$ cat config.mk
export PLATFORM = sky130hd
export DESIGN_NAME = seq_generator_flat
export DESIGN_NICKNAME = d
export VERILOG_FILES = /design/src/rtl/seq_generator_if.sv /design/src/rtl/seq_generator.sv /design/src/flat_wrapper.sv
export SDC_FILE = /design/constraint.sdc
export NUM_CORES = 1
export LEC_CHECK = 0
export BUFFER_PORTS_ARGS = -buffer_cell sky130_fd_sc_hd__buf_2
export CAP_MARGIN = 30
export CORE_MARGIN = 1
export CORE_UTILIZATION = 53
export CTS_CLUSTER_SIZE = 8
export DETAILED_ROUTE_END_ITERATION = 12
export PLACE_DENSITY = 0.76
export SLEW_MARGIN = 20
export SYNTH_ARGS = -nofsm -noshare
export SYNTH_HDL_FRONTEND = slang
export SYNTH_SLANG_ARGS = --single-unit
$ cat constraint.sdc
create_clock -name clk -period 2.2 [get_ports clk]
set_input_delay 0.22 -clock clk [delete_from_list [all_inputs] [get_ports clk]]
set_output_delay 0.22 -clock clk [all_outputs]
set_load 0.01 [all_outputs]
$ cat src/rtl/seq_generator_if.sv
// seq_generator_if -- load handshake and serial output bundle for seq_generator.
//
// Signals:
//   load_valid  pattern offer (master -> generator)
//   load_data   8-bit pattern, sent MSB-first from bit load_len
//   load_len    pattern length minus one (0..7 -> 1..8 bits)
//   load_ready  generator is idle and will take a pattern
//   stop        end-of-loop request (only meaningful in loop builds)
//   x           serial bit stream
//   x_valid     high while a bit is being driven on x
//   done        one-cycle pulse at the end of a pass
//
// Modports: master = pattern source / stream consumer, slave = generator.
interface seq_generator_if;
  logic       load_valid;
  logic [7:0] load_data;
  logic [2:0] load_len;
  logic       load_ready;
  logic       stop;
  logic       x;
  logic       x_valid;
  logic       done;

  modport master (
    output load_valid, load_data, load_len, stop,
    input  load_ready, x, x_valid, done
  );

  modport slave (
    input  load_valid, load_data, load_len, stop,
    output load_ready, x, x_valid, done
  );
endinterface

$ cat src/rtl/seq_generator.sv
// seq_generator -- serialises a 1..8 bit pattern for a sequence detector,
// holding each bit DIV clock cycles and showing the current bit index on an
// active-low 7-segment display.
//
// Parameters:
//   DIV   clk cycles each serial bit is held (1 .. 2^25-1)
//
// Ports:
//   clk        system clock
//   rst        synchronous, active-high reset
//   bus        seq_generator_if.slave (load handshake, stop, x/x_valid/done)
//   a..g       active-low 7-segment display of the bit index (blank when idle)
//
// Build option:
//   SEQGEN_LOOP_EN  when defined, the pattern repeats with no idle gap and a
//                   done pulse per pass; the run ends after the pass in which
//                   stop was seen high. When undefined, stop is ignored and
//                   every load produces exactly one pass.
//
// All outputs come straight from flops.
module seq_generator #(
  parameter int DIV = 20000000
) (
  input  logic           clk,
  input  logic           rst,
  seq_generator_if.slave bus,
  output logic           a,
  output logic           b,
  output logic           c,
  output logic           d,
  output logic           e,
  output logic           f,
  output logic           g
);

  // DIV=1 still needs a 1-bit counter so the compare against DIV-1 is legal.
  localparam int             CNT_W     = (DIV > 1) ? $clog2(DIV) : 1;
  localparam logic [CNT_W-1:0] CNT_MAX = CNT_W'(DIV - 1);
  localparam logic [6:0]     SEG_BLANK = 7'b111_1111;

  typedef enum logic [1:0] {
    IDLE = 2'd0,
    SEND = 2'd1,
    DONE = 2'd2
  } state_t;

  state_t           state_r;
  logic [7:0]       data_r;
  logic [2:0]       len_r;
  logic [2:0]       idx_r;
  logic [CNT_W-1:0] cnt_r;
  logic             x_r;
  logic             x_valid_r;
  logic             done_r;
  logic             load_ready_r;
  logic [6:0]       seg_r;

  logic             last_tick_s;
  logic             last_bit_s;
  logic [2:0]       idx_next_s;
  logic             finish_s;

`ifdef SEQGEN_LOOP_EN
  logic             stop_seen_r;
`else
  logic             unused_stop_s;
`endif

  // Active-low {a,b,c,d,e,f,g} pattern for one index digit.
  function automatic logic [6:0] seg_decode(input logic [2:0] digit);
    logic [6:0] seg;
    case (digit)
      3'd0:    seg = 7'b000_0001;
      3'd1:    seg = 7'b100_1111;
      3'd2:    seg = 7'b001_0010;
      3'd3:    seg = 7'b000_0110;
      3'd4:    seg = 7'b100_1100;
      3'd5:    seg = 7'b010_0100;
      3'd6:    seg = 7'b010_0000;
      3'd7:    seg = 7'b000_1111;
      default: seg = SEG_BLANK;
    endcase
    return seg;
  endfunction

  // Bit sent at a given index: MSB-first, starting from bit len.
  function automatic logic pattern_bit(input logic [7:0] data,
                                       input logic [2:0] len,
                                       input logic [2:0] idx);
    logic [2:0] pos;
    pos = len - idx;
    return data[pos];
  endfunction

  // Per-cycle bit timing decodes used by the SEND state.
  always_comb begin
    last_tick_s = (cnt_r == CNT_MAX);
    last_bit_s  = (idx_r == len_r);
    idx_next_s  = idx_r + 3'd1;
  end

`ifdef SEQGEN_LOOP_EN
  // A pass ends the run only if stop was seen during it (including its final edge).
  assign finish_s = stop_seen_r | bus.stop;
`else
  // Without looping every pass is the last one.
  assign finish_s = 1'b1;
  assign unused_stop_s = bus.stop;
`endif

  // Main FSM: pattern capture, bit timing, and all registered outputs.
  always_ff @(posedge clk) begin
    if (rst) begin
      state_r      <= IDLE;
      data_r       <= 8'h00;
      len_r        <= 3'd0;
      idx_r        <= 3'd0;
      cnt_r        <= '0;
      x_r          <= 1'b0;
      x_valid_r    <= 1'b0;
      done_r       <= 1'b0;
      load_ready_r <= 1'b1;
      seg_r        <= SEG_BLANK;
`ifdef SEQGEN_LOOP_EN
      stop_seen_r  <= 1'b0;
`endif
    end else begin
      case (state_r)
        IDLE: begin
          done_r <= 1'b0;
          if (bus.load_valid && load_ready_r) begin
            data_r       <= bus.load_data;
            len_r        <= bus.load_len;
            idx_r        <= 3'd0;
            cnt_r        <= '0;
            x_r          <= pattern_bit(bus.load_data, bus.load_len, 3'd0);
            x_valid_r    <= 1'b1;
            load_ready_r <= 1'b0;
            seg_r        <= seg_decode(3'd0);
            state_r      <= SEND;
`ifdef SEQGEN_LOOP_EN
            stop_seen_r  <= 1'b0;
`endif
          end else begin
            x_r          <= 1'b0;
            x_valid_r    <= 1'b0;
            load_ready_r <= 1'b1;
            seg_r        <= SEG_BLANK;
          end
        end

        SEND: begin
          done_r <= 1'b0;
`ifdef SEQGEN_LOOP_EN
          stop_seen_r <= stop_seen_r | bus.stop;
`endif
          if (last_tick_s) begin
            cnt_r <= '0;
            if (last_bit_s && finish_s) begin
              state_r   <= DONE;
              idx_r     <= 3'd0;
              x_r       <= 1'b0;
              x_valid_r <= 1'b0;
              done_r    <= 1'b1;
              seg_r     <= SEG_BLANK;
            end else if (last_bit_s) begin
              // Loop restart: pulse done alongside the first bit of the next pass.
              idx_r     <= 3'd0;
              x_r       <= pattern_bit(data_r, len_r, 3'd0);
              done_r    <= 1'b1;
              seg_r     <= seg_decode(3'd0);
`ifdef SEQGEN_LOOP_EN
              stop_seen_r <= 1'b0;
`endif
            end else begin
              idx_r <= idx_next_s;
              x_r   <= pattern_bit(data_r, len_r, idx_next_s);
              seg_r <= seg_decode(idx_next_s);
            end
          end else begin
            cnt_r <= cnt_r + CNT_W'(1);
          end
        end

        DONE: begin
          state_r      <= IDLE;
          done_r       <= 1'b0;
          x_r          <= 1'b0;
          x_valid_r    <= 1'b0;
          load_ready_r <= 1'b1;
          seg_r        <= SEG_BLANK;
        end

        default: begin
          state_r      <= IDLE;
          idx_r        <= 3'd0;
          cnt_r        <= '0;
          done_r       <= 1'b0;
          x_r          <= 1'b0;
          x_valid_r    <= 1'b0;
          load_ready_r <= 1'b1;
          seg_r        <= SEG_BLANK;
        end
      endcase
    end
  end

  assign bus.load_ready      = load_ready_r;
  assign bus.x               = x_r;
  assign bus.x_valid         = x_valid_r;
  assign bus.done            = done_r;
  assign {a, b, c, d, e, f, g} = seg_r;

endmodule

$ cat src/flat_wrapper.sv
// flat-port wrapper written by rule: the top's interface ports become plain ports
module seq_generator_flat 
#(
  parameter int DIV = 20000000
)
  (clk, rst, a, b, c, d, e, f, g, bus_load_valid, bus_load_data, bus_load_len, bus_stop, bus_load_ready, bus_x, bus_x_valid, bus_done);
  seq_generator_if bus_i ();
  input  logic clk;
  input  logic rst;
  output logic a;
  output logic b;
  output logic c;
  output logic d;
  output logic e;
  output logic f;
  output logic g;
  input wire logic [$bits(bus_i.load_valid)-1:0] bus_load_valid;
  input wire logic [$bits(bus_i.load_data)-1:0] bus_load_data;
  input wire logic [$bits(bus_i.load_len)-1:0] bus_load_len;
  input wire logic [$bits(bus_i.stop)-1:0] bus_stop;
  output wire logic [$bits(bus_i.load_ready)-1:0] bus_load_ready;
  output wire logic [$bits(bus_i.x)-1:0] bus_x;
  output wire logic [$bits(bus_i.x_valid)-1:0] bus_x_valid;
  output wire logic [$bits(bus_i.done)-1:0] bus_done;
  assign bus_i.load_valid = bus_load_valid;
  assign bus_i.load_data = bus_load_data;
  assign bus_i.load_len = bus_load_len;
  assign bus_i.stop = bus_stop;
  assign bus_load_ready = bus_i.load_ready;
  assign bus_x = bus_i.x;
  assign bus_x_valid = bus_i.x_valid;
  assign bus_done = bus_i.done;
  seq_generator #(.DIV(DIV)) u_core (.clk(clk), .rst(rst), .bus(bus_i), .a(a), .b(b), .c(c), .d(d), .e(e), .f(f), .g(g));
endmodule
==> qor.yml <==
multi_input_area_mm2: 0.00151
final_layout_size_suffix_gt1_share_pct: 23.5
postSynthAreaPerCell_um2: 8.53
slew_headroom_pct: 67.5
drt_wl_total_mm: 6.02
final_cell_count_no_fill: 428
cts_root_buffer: "clkbuf_8"
grt_max_degree: 34
drt_iter0_markers: 179
dieArea_mm2: 0.00526
crit_arrival_ns: 2.44
critical_path.endpoint_type: "flop"
ys_seq_area_share_pct: 39.5
finalSetupViolCount: 2
synthAdderAreaFrac_pct: 3.61
final_nets: 382
min_from: "bus_load_data[6]"
synth-simple-area-share_pct: 24.9
rsz0062_at_grt: "true"
grt_usage_pct: 25.2
pin_count: 26
synth_area_mm2: 0.00264
ys_ff_latch: 52
synth_area_leaders: "dfxtp_1 (39%), nand2_1 (6.1%), a21oi_1 (5.1%)"
core-area_mm2: 0.00475
synth_top_flop_cell: "dfxtp_1"
vdd_ir_drop_max_mv: 0.558
synth_top_family_by_area: "simple AND/OR/NAND/NOR gates"
hold_viol_final: 0
grt_pass1_wl_mm: 10.4
seq_area_mm2: 0.00104
antenna_cells: 0
crit_fanout: 3
power_density_mw_per_mm2: 617
placedCellCount: 417
synthMostInstantiatedCell: "dfxtp_1"
drv_slew: 0
worst-slew-pin-transition_ns: 0.484
fmax_ghz: 0.448
path_clk_slew_ns: 0.09
worst_path_max_delay_cell: "fa_2"
synth_top_cells_by_count: "dfxtp_1 (52), nand2_1 (43), nor2_1 (30)"
path_cells: "inv_2, ha_4, fa_2, mux4_2, mux2i_1, o211ai_1, o211a_1"
skew_ns: 0.00849
synth.area.mux_share_pct: 4.56
crit_path_start_kind: "flop"
first_pass_iters: 4
status: "finished with violations"
cts.htree.levels: 2
portBuffers: 24
dp_hpwl_mm: 4.37
synthXorXnorAreaFrac_pct: 7.31
postCtsHoldBufs: 0
synth.top_cell.area_share_pct: 39.5
synth-compound-area-share_pct: 15.7
fill_cells: 432
netlist_instances: 309
drc: 0
syn_nets: 331
crit_required_ns: 2.41
die_h_um: 72.5
yosys_warnings: 0
final_util_pct: 66.4
initial_utilization_pct: 55.4
layout_setup_ws_ns: -0.0318
grt_overflow: 0
antenna_found_initial: 0
clk_path_buf_depth: 2
numCtsBuffers: 5
synthArstFlopShare_pct: 0
min_path_type: "in -> reg"
max_cap_violations: 0
ys_types: 48
critPathLaunch: "u_core.idx_r[1]"
grt_pass1_vias: 2335
p_leak_nw: 1.19
rows: 25
worstSkewPairLatency_ns: 0.31
synth_top_area_cell: "dfxtp_1"
postRouteAntennaNets: 0
cts.sinks: 52
die_w_um: 72.5
reg2reg_from: "u_core.idx_r[1]"
routabilityCongestion: 0.879
num_vias: 2405
violations: "negative setup slack"
cts_tree: "built"
syn_to_final_growth_pct: 19.7
wl_per_cell_um: 14.1
critical_path_class: "reg -> reg"
final.min_clock_period_ns: 2.23
synth_edf_count: 0
min_period_over_period_pct: 101
worst_path_largest_cell_delay_ns: 0.56
via_per_inst: 5.62
tns_ns: -0.0333
## flip-flops by register name, indices dropped and copies added (netlist names)
name / flops
u_core.cnt_r: 25
u_core.len_r: 3
u_core.bus.done: 1
u_core.state_r: 2
u_core.seg_r: 7
u_core.bus.load_ready: 1
u_core.bus.x: 1
u_core.idx_r: 3
u_core.data_r: 8
u_core.bus.x_valid: 1
## where the power goes
group	total (W)	switching [W]	internal [W]
registers	0.00101	0.0000240	0.000985
logic	0.000371	0.000207	0.000164
clock network	0.000566	0.000314	0.000252
total	0.00195	0.000546	0.00140
## metrics by stage
step	hold slack (ns)	cell area, µm²	worst slack, ns	power (W)
4_1_cts	0.148	3140	-0.0539	0.00196
5_1_grt	0.150	3160	-0.0846	0.00205
3_5_place_dp	0.447	3020	-0.0424	0.00139
2_1_floorplan	0.356	2650	0.0226	0.00126
6_report	0.147	3160	-0.0318	0.00195
3_3_place_gp	0.443	3020	0.0156	0.00138
## layer usage
layer / vias to the layer above / global-route usage [%] / wire length, µm
met3: 10 / 5.28 / 227
li1: 1205 / - / -
met4: 0 / 9.15 / 102
met1: 1139 / 30.0 / 2680
met2: 51 / 44.8 / 3010
met5: - / 0 / 0
## final timing paths
kind / endpoint / cells after the start / slack, ns
min reg2reg: u_core.data_r[4] / 2 / 0.46
max reg2reg: u_core.bus.x / 7 / -0.03
max: u_core.bus.x / 7 / -0.03
min: u_core.data_r[6] / 3 / 0.15
## cell families after synthesis
| group | count (synthesis) |
|---|---|
| flip-flops | 52 |
| AND/OR/NAND/NOR | 130 |
| XOR/XNOR | 22 |
| adder cells (fa/ha/maj) | 7 |
| multiplexers | 7 |
| AO/OA/AOI/OAI | 66 |
| buffers and inverters | 25 |
## area by class of cell
type / instances / area share, %
clock inverters: 2 / 0.317
inverters: 11 / 1.31
well taps: 67 / 2.66
clock buffers: 6 / 2.62
flip-flops and latches: 52 / 33.1
multi-input cells: 232 / 47.8
repair buffers: 58 / 12.3
## cells in the final DEF (no fill, tap or decap), types with 2 or more instances in the layout
cell type / instances
and2_1: 2
nor3_1: 8
clkinv_2: 2
a211oi_1: 2
o221ai_1: 2
clkbuf_8: 6
o31ai_1: 3
nand2_1: 43
nand3_1: 13
inv_1: 9
a31oi_1: 3
mux2i_1: 3
and3_1: 3
o2111ai_1: 2
and4_1: 2
xnor2_1: 7
xor2_1: 14
a21oi_1: 27
or4b_1: 2
o311ai_0: 3
dfxtp_1: 50
buf_4: 33
a32oi_1: 2
mux4_2: 4
ha_1: 5
inv_2: 2
nor2b_1: 3
o21ai_0: 14
nor2_1: 30
nand4_1: 12
buf_2: 24
dfxtp_2: 2
## critical path, delay by kind of cell, from the launching register on
| family | cells | cell delay, ns |
|---|---|---|
| fa+ha+maj | 2 | 0.80 |
| compound gates | 2 | 0.26 |
| mux | 2 | 0.68 |
| flops | 1 | 0.35 |
| buf+inv | 1 | 0.05 |
## repair_timing
action	4_1_cts	5_1_grt
pin swaps	4	1
endpoints found under the hold margin	0	0
resized for setup	3	4
setup endpoints to repair	5	8
buffers inserted	3	0
Note: power is estimated with default switching activity, not from simulation.
